--- src/rtl/mem_access_ctrl_if.sv ---
// mem_access_ctrl_if: sram-like data bus between the MEM-stage access controller
// (master) and the data memory / cache (slave).
//   data_req      master->slave  bus request
//   data_wr       master->slave  1=store, 0=load
//   data_size     master->slave  0=byte 1=half 2=word
//   data_wstrb    master->slave  byte-lane enables
//   data_addr     master->slave  byte address
//   data_wdata    master->slave  lane-replicated store data
//   data_addr_ok  slave->master  request accepted
//   data_data_ok  slave->master  data returned / write done
//   data_rdata    slave->master  raw read word
interface mem_access_ctrl_if #(
  parameter int ADDR_WIDTH = 32
) ();
  logic                  data_req;
  logic                  data_wr;
  logic [1:0]            data_size;
  logic [3:0]            data_wstrb;
  logic [ADDR_WIDTH-1:0] data_addr;
  logic [31:0]           data_wdata;
  logic                  data_addr_ok;
  logic                  data_data_ok;
  logic [31:0]           data_rdata;

  modport master (
    output data_req, data_wr, data_size, data_wstrb, data_addr, data_wdata,
    input  data_addr_ok, data_data_ok, data_rdata
  );

  modport slave (
    input  data_req, data_wr, data_size, data_wstrb, data_addr, data_wdata,
    output data_addr_ok, data_data_ok, data_rdata
  );
endinterface

--- src/rtl/mem_access_ctrl.sv ---
// mem_access_ctrl: sequences MEM-stage loads/stores onto the sram-like data bus.
// Checks alignment (adel/ades), builds size/strobe/replicated store data, stalls the
// pipeline until the access completes and latches the raw read word for the W stage.
// Flushes are absorbed at any point, including with a transaction in flight.
//   clk, rst       clock, synchronous active-high reset
//   mem_en         valid load/store in MEM
//   op             ALU control code selecting LB/LBU/LH/LHU/LW/SB/SH/SW
//   addr, wdata    effective address, store source
//   flush          MEM stage flushed this cycle
//   advance        MEM->W register loads this cycle
//   bus            data bus (master side)
//   rdata          latched raw read word
//   adel, ades     load / store address error (combinational)
//   stall          hold pipeline
//   done           access complete, rdata valid
module mem_access_ctrl #(
  parameter int ADDR_WIDTH = 32
) (
  input  logic                  clk,
  input  logic                  rst,
  input  logic                  mem_en,
  input  logic [7:0]            op,
  input  logic [ADDR_WIDTH-1:0] addr,
  input  logic [31:0]           wdata,
  input  logic                  flush,
  input  logic                  advance,
  mem_access_ctrl_if.master     bus,
  output logic [31:0]           rdata,
  output logic                  adel,
  output logic                  ades,
  output logic                  stall,
  output logic                  done
);

  // Encodings as in defines.vh.
  localparam logic [7:0] EXE_LB_OP  = 8'b1110_0000;
  localparam logic [7:0] EXE_LBU_OP = 8'b1110_0100;
  localparam logic [7:0] EXE_LH_OP  = 8'b1110_0001;
  localparam logic [7:0] EXE_LHU_OP = 8'b1110_0101;
  localparam logic [7:0] EXE_LW_OP  = 8'b1110_0011;
  localparam logic [7:0] EXE_SB_OP  = 8'b1110_1000;
  localparam logic [7:0] EXE_SH_OP  = 8'b1110_1001;
  localparam logic [7:0] EXE_SW_OP  = 8'b1110_1011;

  typedef enum logic [2:0] {
    S_IDLE,
    S_REQ,
    S_WAIT,
    S_DONE,
    S_ABORT
  } state_t;

  state_t                state_q;
  logic                  wr_q;
  logic [1:0]            size_q;
  logic [3:0]            wstrb_q;
  logic [ADDR_WIDTH-1:0] addr_q;
  logic [31:0]           wdata_q;
  logic [31:0]           rdata_q;

  logic       is_ld, is_st, misaligned, go, idle_go;
  logic [1:0] size_c;
  logic [3:0] wstrb_c;
  logic [31:0] wdata_c;

  always_comb begin
    is_ld   = 1'b0;
    is_st   = 1'b0;
    size_c  = 2'd0;
    wstrb_c = 4'b0000;
    wdata_c = '0;
    unique case (op)
      EXE_LB_OP, EXE_LBU_OP: begin is_ld = 1'b1; size_c = 2'd0; end
      EXE_LH_OP, EXE_LHU_OP: begin is_ld = 1'b1; size_c = 2'd1; end
      EXE_LW_OP:             begin is_ld = 1'b1; size_c = 2'd2; end
      EXE_SB_OP: begin
        is_st   = 1'b1;
        size_c  = 2'd0;
        wstrb_c = 4'b0001 << addr[1:0];
        wdata_c = {4{wdata[7:0]}};
      end
      EXE_SH_OP: begin
        is_st   = 1'b1;
        size_c  = 2'd1;
        wstrb_c = addr[1] ? 4'b1100 : 4'b0011;
        wdata_c = {2{wdata[15:0]}};
      end
      EXE_SW_OP: begin
        is_st   = 1'b1;
        size_c  = 2'd2;
        wstrb_c = 4'b1111;
        wdata_c = wdata;
      end
      default: ;
    endcase
  end

  assign misaligned = ((size_c == 2'd1) && addr[0]) ||
                      ((size_c == 2'd2) && (addr[1:0] != 2'b00));

  assign adel    = mem_en & is_ld & misaligned & ~flush;
  assign ades    = mem_en & is_st & misaligned & ~flush;
  assign go      = mem_en & (is_ld | is_st) & ~misaligned & ~flush;
  assign idle_go = (state_q == S_IDLE) & go;

  always_ff @(posedge clk) begin
    if (rst) begin
      state_q <= S_IDLE;
      wr_q    <= 1'b0;
      size_q  <= 2'd0;
      wstrb_q <= 4'b0000;
      addr_q  <= '0;
      wdata_q <= '0;
      rdata_q <= '0;
    end else begin
      unique case (state_q)
        S_IDLE: begin
          if (go) begin
            state_q <= S_REQ;
            wr_q    <= is_st;
            size_q  <= size_c;
            wstrb_q <= wstrb_c;
            addr_q  <= addr;
            wdata_q <= wdata_c;
          end
        end
        S_REQ: begin
          if (flush) begin
            // Accepted-and-completed under flush needs no ABORT: nothing left in flight.
            if (bus.data_addr_ok && !bus.data_data_ok) state_q <= S_ABORT;
            else                                       state_q <= S_IDLE;
          end else if (bus.data_addr_ok) begin
            if (bus.data_data_ok) begin
              state_q <= S_DONE;
              if (!wr_q) rdata_q <= bus.data_rdata;
            end else begin
              state_q <= S_WAIT;
            end
          end
        end
        S_WAIT: begin
          if (bus.data_data_ok) begin
            if (flush) begin
              state_q <= S_IDLE;
            end else begin
              state_q <= S_DONE;
              if (!wr_q) rdata_q <= bus.data_rdata;
            end
          end else if (flush) begin
            state_q <= S_ABORT;
          end
        end
        S_ABORT: begin
          if (bus.data_data_ok) state_q <= S_IDLE;
        end
        S_DONE: begin
          if (advance || flush) state_q <= S_IDLE;
        end
        default: state_q <= S_IDLE;
      endcase
    end
  end

  // Request goes out in the same cycle as go; from REQ onward the registered copy
  // keeps the bus fields stable regardless of what the pipeline presents.
  assign bus.data_req   = idle_go | (state_q == S_REQ);
  assign bus.data_wr    = idle_go ? is_st   : wr_q;
  assign bus.data_size  = idle_go ? size_c  : size_q;
  assign bus.data_wstrb = idle_go ? wstrb_c : wstrb_q;
  assign bus.data_addr  = idle_go ? addr    : addr_q;
  assign bus.data_wdata = idle_go ? wdata_c : wdata_q;

  assign stall = idle_go | (state_q == S_REQ) | (state_q == S_WAIT) |
                 ((state_q == S_ABORT) & mem_en);
  assign done  = (state_q == S_DONE);
  assign rdata = rdata_q;

endmodule

--- src/flat_wrapper.sv ---
// flat-port wrapper written by rule: the top's interface ports become plain ports
module mem_access_ctrl_flat 
#(
  parameter int ADDR_WIDTH = 32
)
  (clk, rst, mem_en, op, addr, wdata, flush, advance, rdata, adel, ades, stall, done, bus_data_req, bus_data_wr, bus_data_size, bus_data_wstrb, bus_data_addr, bus_data_wdata, bus_data_addr_ok, bus_data_data_ok, bus_data_rdata);
  mem_access_ctrl_if #(.ADDR_WIDTH(ADDR_WIDTH)) bus_i ();
  input  logic clk;
  input  logic rst;
  input  logic mem_en;
  input  logic [7:0] op;
  input  logic [ADDR_WIDTH-1:0] addr;
  input  logic [31:0] wdata;
  input  logic flush;
  input  logic advance;
  output logic [31:0] rdata;
  output logic adel;
  output logic ades;
  output logic stall;
  output logic done;
  output wire logic [$bits(bus_i.data_req)-1:0] bus_data_req;
  output wire logic [$bits(bus_i.data_wr)-1:0] bus_data_wr;
  output wire logic [$bits(bus_i.data_size)-1:0] bus_data_size;
  output wire logic [$bits(bus_i.data_wstrb)-1:0] bus_data_wstrb;
  output wire logic [$bits(bus_i.data_addr)-1:0] bus_data_addr;
  output wire logic [$bits(bus_i.data_wdata)-1:0] bus_data_wdata;
  input wire logic [$bits(bus_i.data_addr_ok)-1:0] bus_data_addr_ok;
  input wire logic [$bits(bus_i.data_data_ok)-1:0] bus_data_data_ok;
  input wire logic [$bits(bus_i.data_rdata)-1:0] bus_data_rdata;
  assign bus_data_req = bus_i.data_req;
  assign bus_data_wr = bus_i.data_wr;
  assign bus_data_size = bus_i.data_size;
  assign bus_data_wstrb = bus_i.data_wstrb;
  assign bus_data_addr = bus_i.data_addr;
  assign bus_data_wdata = bus_i.data_wdata;
  assign bus_i.data_addr_ok = bus_data_addr_ok;
  assign bus_i.data_data_ok = bus_data_data_ok;
  assign bus_i.data_rdata = bus_data_rdata;
  mem_access_ctrl #(.ADDR_WIDTH(ADDR_WIDTH)) u_core (.clk(clk), .rst(rst), .mem_en(mem_en), .op(op), .addr(addr), .wdata(wdata), .flush(flush), .advance(advance), .bus(bus_i), .rdata(rdata), .adel(adel), .ades(ades), .stall(stall), .done(done));
endmodule
--- config.mk ---
export PLATFORM = sky130hd
export DESIGN_NAME = mem_access_ctrl_flat
export DESIGN_NICKNAME = d
export VERILOG_FILES = /design/src/rtl/mem_access_ctrl_if.sv /design/src/rtl/mem_access_ctrl.sv /design/src/flat_wrapper.sv
export SDC_FILE = /design/constraint.sdc
export NUM_CORES = 1
export LEC_CHECK = 0
export BUFFER_PORTS_ARGS = -buffer_cell sky130_fd_sc_hd__buf_2
export CELL_PAD_IN_SITES_DETAIL_PLACEMENT = 0
export CELL_PAD_IN_SITES_GLOBAL_PLACEMENT = 1
export CORE_ASPECT_RATIO = 0.5
export CORE_MARGIN = 3
export CORE_UTILIZATION = 37
export DETAILED_ROUTE_END_ITERATION = 12
export PLACE_DENSITY = 0.83
export SYNTH_ARGS = -nofsm -noshare
export SYNTH_HDL_FRONTEND = slang
export SYNTH_SLANG_ARGS = --single-unit
--- constraint.sdc ---
create_clock -name clk -period 2.1 [get_ports clk]
set_input_delay 0.105 -clock clk [delete_from_list [all_inputs] [get_ports clk]]
set_output_delay 0.105 -clock clk [all_outputs]
set_load 0.005 [all_outputs]
# Word level (Yosys, flattened, before mapping)
# Cells that the tools add are included.
[op_classes] n_eq_ne=24 shift=1 muxes=29 n_bitwise=17 n_reduce_logical=16
[ops] cell="2-to-1 mux 32 bit" count=8
[ops] cell="one-hot mux 32 bit (3 select lines)" count=1
[ops] cell="equality test 8 bit (second input constant)" count=8
[ops] cell="one-hot mux 32 bit (2 select lines)" count=1
[ops] cell="2-to-1 mux 3 bit" count=8
[ops] cell="one-hot mux 3 bit (5 select lines)" count=1
[ops] cell="!= test 2 bit (second input constant)" count=6
[ops] cell="one-hot mux 4 bit (3 select lines)" count=1
[ops] cell="bitwise AND 1 bit" count=11
[ops] cell="2-to-1 mux 4 bit" count=2
[ops] cell="equality test 3 x 2 -> 1 bit (second input constant)" count=2
[ops] cell="!= test 3 bit (second input constant)" count=2
[ops] cell="AND reduction 6 bit" count=1
[ops] cell="OR reduction 3 bit" count=2
[ops] cell="AND reduction 5 bit" count=1
[ops] cell="OR reduction 5 bit" count=1
[ops] cell="2-to-1 mux 1 bit" count=4
[ops] cell="2-to-1 mux 2 bit" count=2
[ops] cell="!= test 2 x 1 -> 1 bit (second input constant)" count=2
[ops] cell="OR 1 bit" count=4
[ops] cell="one-hot mux 2 bit (2 select lines)" count=1
[ops] cell="nonzero test 2 bit" count=2
[ops] cell="left shift 1 x 2 -> 4 bit (first input constant)" count=1
[ops] cell="equality test 3 x 1 -> 1 bit (second input constant)" count=1
[ops] cell="other kinds (10)" count=14
[totals] reg_bits=106 in_bits=111 out_inout_bits=108 word_cells=94

# Logic depth before layout (Yosys ltp)
[depth] depth_word=13 mapped_depth=7 depth_no_buf=4

# Worst setup path after synthesis
# OpenSTA, ideal clock, no wires.
[synth_timing] path_type="reg2reg" from="register u_core.state_q[2]" to="register u_core.state_q[0]" t_arrival_ns=1.491 required_time_ns=2.014 path_slack_ns=0.523 path_stages_with_launch=5 n_path_buf=0 synth_period_minus_slack_ns=1.577 cell_sequence="dfxtp_1 -> or4b_1 -> o311a_1 -> or3_1 -> a221oi_2"
[synth_via] elab_chain_len=3 elab_cells_between_ends=12 cone_classes="eq/ne: 9; mux: 1; reduce/logical: 2"
[synth_rtl] element="start, declared" line_no="mem_access_ctrl.sv:53" rtl="state_t state_q;"
[synth_rtl] element="start signal, assigned" line_no="mem_access_ctrl.sv:108" rtl="state_q <= S_IDLE;"
[synth_rtl] element="start signal, assigned" line_no="mem_access_ctrl.sv:119" rtl="state_q <= S_REQ;"
[synth_rtl] element="start signal, assigned" line_no="mem_access_ctrl.sv:130" rtl="if (bus.data_addr_ok && !bus.data_data_ok) state_q <= S_ABORT;"
[synth_rtl] element="equality test 3 x 2 -> 1 bit (tied with other cells)" line_no="mem_access_ctrl.sv:116" rtl="unique case (state_q)"
[synth_rtl] element="!= test 3 bit (no line) (tied with other cells)"
[synth_rtl] element="AND reduction 5 bit (no line)"
# Several ways; a longest one is shown, not always the timed one.
# A chain may end at the register's enable or synchronous reset.

# Worst setup path in the final report
[layout_timing] from="register u_core.state_q[2]" to="output bus_data_addr[22]"
[layout_via] elab_chain_len=3
[layout_rtl] element="logical NOT 3 bit" line_no="mem_access_ctrl.sv:104" rtl="assign idle_go = (state_q == S_IDLE) & go;"
[layout_rtl] element="bitwise AND 1 bit" line_no="mem_access_ctrl.sv:104"
[layout_rtl] element="2-to-1 mux 32 bit" line_no="mem_access_ctrl.sv:170" rtl="assign bus.data_addr = idle_go ? addr : addr_q;"
[layout_rtl] element="end, declared" line_no="flat_wrapper.sv:25" rtl="output wire logic [$bits(bus_i.data_addr)-1:0] bus_data_addr;"
# No other way between the ends.

==> results list <==
* Result of the run: finished clean
- Yosys printed 0 warnings.
* Busiest layer in global routing: met2
- Setup slack at placement: approximately 210 ps
- Fraction of post-synthesis cell area in the top cell type by area: 0.334
- Ranking of synthesized cells by area: dfxtp_1, mux2i_1, nand2b_1
- For this design the ratio of total power to cell area is 506 nW/um2.
* Weighted congestion reported at the end of routability-driven placement: about 0.83
* Largest net degree at the start of global routing: 75
* Worst Hold Class: input pin to register
* Number of pins with negative max-slew slack in the final report: 0
- Number of I/O port buffers: about 220
- For this configuration, the core starts out at a cell density of 0.383.
- Wire length of the first global-routing pass: approximately 30 mm
- Of the cells placed in the final design, the portion with a size suffix greater than 1 is 0.309.
- Measured against its own limit, the worst slew margin works out to 0.592.
- Measured on the finished design, the core utilization comes to 0.502.
- Yosys mapped a number of flops with a built-in enable equal to 0.
- The worst path in the final design needs a cycle of slightly below 2000 ps, including I/O delays and setup.
* Site row count: 33
- Dividing the final minimum period by the clock period gives 0.934.
* Critical-path maximum fanout: 40
* Total number of H-tree levels: 3
- Prevailing post-synth register cell: dfxtp_1
* Post-synthesis register bit count: ~110
- Maximum clock frequency: around 0.51 GHz
- The initial antenna violation count was 1.
* Clock transition at the register clock pins on the worst setup and hold paths after CTS: roughly 80 ps
- After global routing the overflow that remains totals 0.
* Die footprint: approximately 19,000 um2
- Hold is met by around 12 ps.
- STA puts the critical path data required time at around 2000 ps.
- Post-place instance area: slightly below 8000 um2
- Counting every sink on the clock net gives about 110.
- Global Route met3 Usage: 0.0455
* Total wire length after detailed routing: 18.0 mm
- The area growth from synthesis to layout is 31.0%.
- Cell type with the largest total area after synthesis: dfxtp_1
- Measured along the y axis, the die boundary spans a little under 100 um.
* Setup CP Type: register to output pin
- Counting along the longest clock path gives a buffer depth of 2.
* CTS buffer count: 9
- Worst Max-Slew Pin Slew: just over 600 ps
* Global routing usage on met2: 0.327
- The final count of hold timing violations was 0.
- RSZ-0062 raised after global routing: false
- For this block, the via count after detailed routing is slightly below 6,000.
* WL per Instance: roughly 15 um
- Final-layout setup total negative slack: 0 ps
- Clock skew on the completed layout was measured at roughly 8.1 ps.
- Count of mapped cells out of synthesis: ~730
- GR Util All Layers: 0.188
- The cell sitting at the root of the clock tree is a clkbuf_16.
* Detail Placement HPWL: 12.5 mm
* Final standard cell area without fillers: about 8300 um2
- Final setup vio count: 0
- The die is ~190 um wide.
* Total standard cell area after synthesis: 6360 um2
- The netlist uses between 40 and 50 different library cells.
- Static Leakage: approximately 3.8 nW
* Met1 usage in global routing: 0.235
- Setup WS post-layout: ~140 ps
* Placeable core region: around 17,000 um2
- Using the TritonRoute via totals, the vias-per-cell ratio works out to between 5 and 6.
- Element type at the critical path start: register
- The worst-case IR drop observed on VDD is 0.000359 V.
- The number of setup buffers added after CTS is 0.
- I/O pins: roughly 220
* DRT iter0 DRCs: 230
- Asr flop ratio synth: 0
- The first detailed-routing pass ran for 5 iterations.
* Max-cap violation count: 0
* Count of unresolved DRC violations after routing: 0
* Share of the yosys chip area belonging to registers: 0.334
- Final Net Count: ~1,100
- The clock reaches the later pin of the worst-skew pair after roughly 350 ps.
- Worst path arrival time: approximately 1900 ps
* Net count after synthesis: 840
* Category of the worst setup path capture point: output pin
* Number of global-route vias before repair: a little under 6,000
- TritonCTS built the clock tree.
* Synthesized area per cell: 8.73 um2
- Antenna-violating nets left: 0
## synth_stat cells, drive strengths merged (2+ instances only)
library cell and number:
nor3 16, clkbuf 42, o21ai 40, nor2 25, o2bb2ai 8, buf 23, a22o 4, or3b 4
mux2 67, a211oi 5, and2 2, a21oi 46, nand2b 98, dfxtp 106, inv 27, nand3 33
o21a 2, and4b 2, o211ai 2, nor3b 4, nand3b 18, and3 3, mux2i 85, nand2 26
nor2b 24
## final timing paths
| path | end | startpoint | slack [ps] | cells past startpoint |
|---|---|---|---|---|
| setup / recovery | bus_data_addr[22] | u_core.state_q[2] | 140 | 5 |
| hold reg to reg | u_core.addr_q[25] | u_core.addr_q[25] | 470 | 2 |
| setup reg to reg | u_core.state_q[0] | u_core.state_q[2] | 340 | 4 |
| hold / removal | u_core.addr_q[2] | addr[2] | 10 | 3 |
## cells by family (layout without fill, tap and decap cells)
| kind of cell | after synthesis | after routing | share of synthesized area |
|---|---|---|---|
| and+or+nand+nor | 262 | 262 | 0.239 |
| muxes | 152 | 152 | 0.252 |
| DFF | 106 | 106 | 0.334 |
| other | 0 | 1 | 0 |
| AOI/OAI and AO/OA | 117 | 117 | 0.111 |
| buffers and inverters | 92 | 315 | 0.0643 |
## state kept, by name, indices dropped and copies added (netlist names)
signal and cells:
u_core.addr_q 32, u_core.wdata_q 32, u_core.wr_q 1, u_core.wstrb_q 4, u_core.rdata 32, u_core.state_q 3
u_core.size_q 2
## worst max-delay path, stage by stage (launching register included)
cell and delay, ps:
dfxtp_2 510, nor3_4 80, o211ai_4 110, buf_12 290, mux2_1 360, buf_2 130
## where the power goes
group | internal, mW | switching [mW]
combinational | 0.232 | 0.248
sequential | 2.01 | 0.00291
clock | 0.913 | 0.808
total | 3.16 | 1.06
## through the flow
stage,power (mW),std cells
after global placement,2.49,1134
after global routing,4.41,1180
after floorplan,2.29,729
final,4.22,1180
after CTS,4.28,1179
after detailed placement,2.50,1134
## repair_timing
item,4_1_cts,5_1_grt
hold endpoints to repair,29,0
hold buffers,29,0
gates resized for setup,1,3
endpoints found under the setup margin,54,50
## layout make-up
type                       instances  area [um2]
fill                            1610        8270
inverter                          27         101
antenna                            1        2.50
multi-input combinational        531        3870
clock inverter                     4        33.8
timing repair buffer             272        1650
clock buffer                      12         267
sequential                       106        2130
tap                              227         284
## layout by cell type (no fill, tap or decap), types with 2 or more instances in the layout
cell,instances
buf_2,217
dfxtp_1,103
nand2b_1,98
mux2i_1,84
mux2_1,48
a21oi_1,46
o21ai_0,40
nand3_1,33
dlygate4sd3_1,29
inv_1,27
nor2_1,25
nand2_1,25
nor2b_1,24
buf_4,20
mux2_2,19
nand3b_1,18
nor3_1,14
clkbuf_16,9
o2bb2ai_1,8
buf_12,6
a211oi_1,5
a22o_1,4
or3b_2,4
nor3b_1,4
and3_1,3
clkbuf_8,3
dfxtp_2,3
and4b_1,2
and2_1,2
o21a_1,2
clkinv_4,2
## per-layer routing
metal | up-vias | wire [um]
met5 | - | 0
met4 | 0 | 344
met3 | 26 | 956
met2 | 147 | 8640
met1 | 2796 | 8030
li1 | 2959 | -
Power figures use the tool's default switching activity.
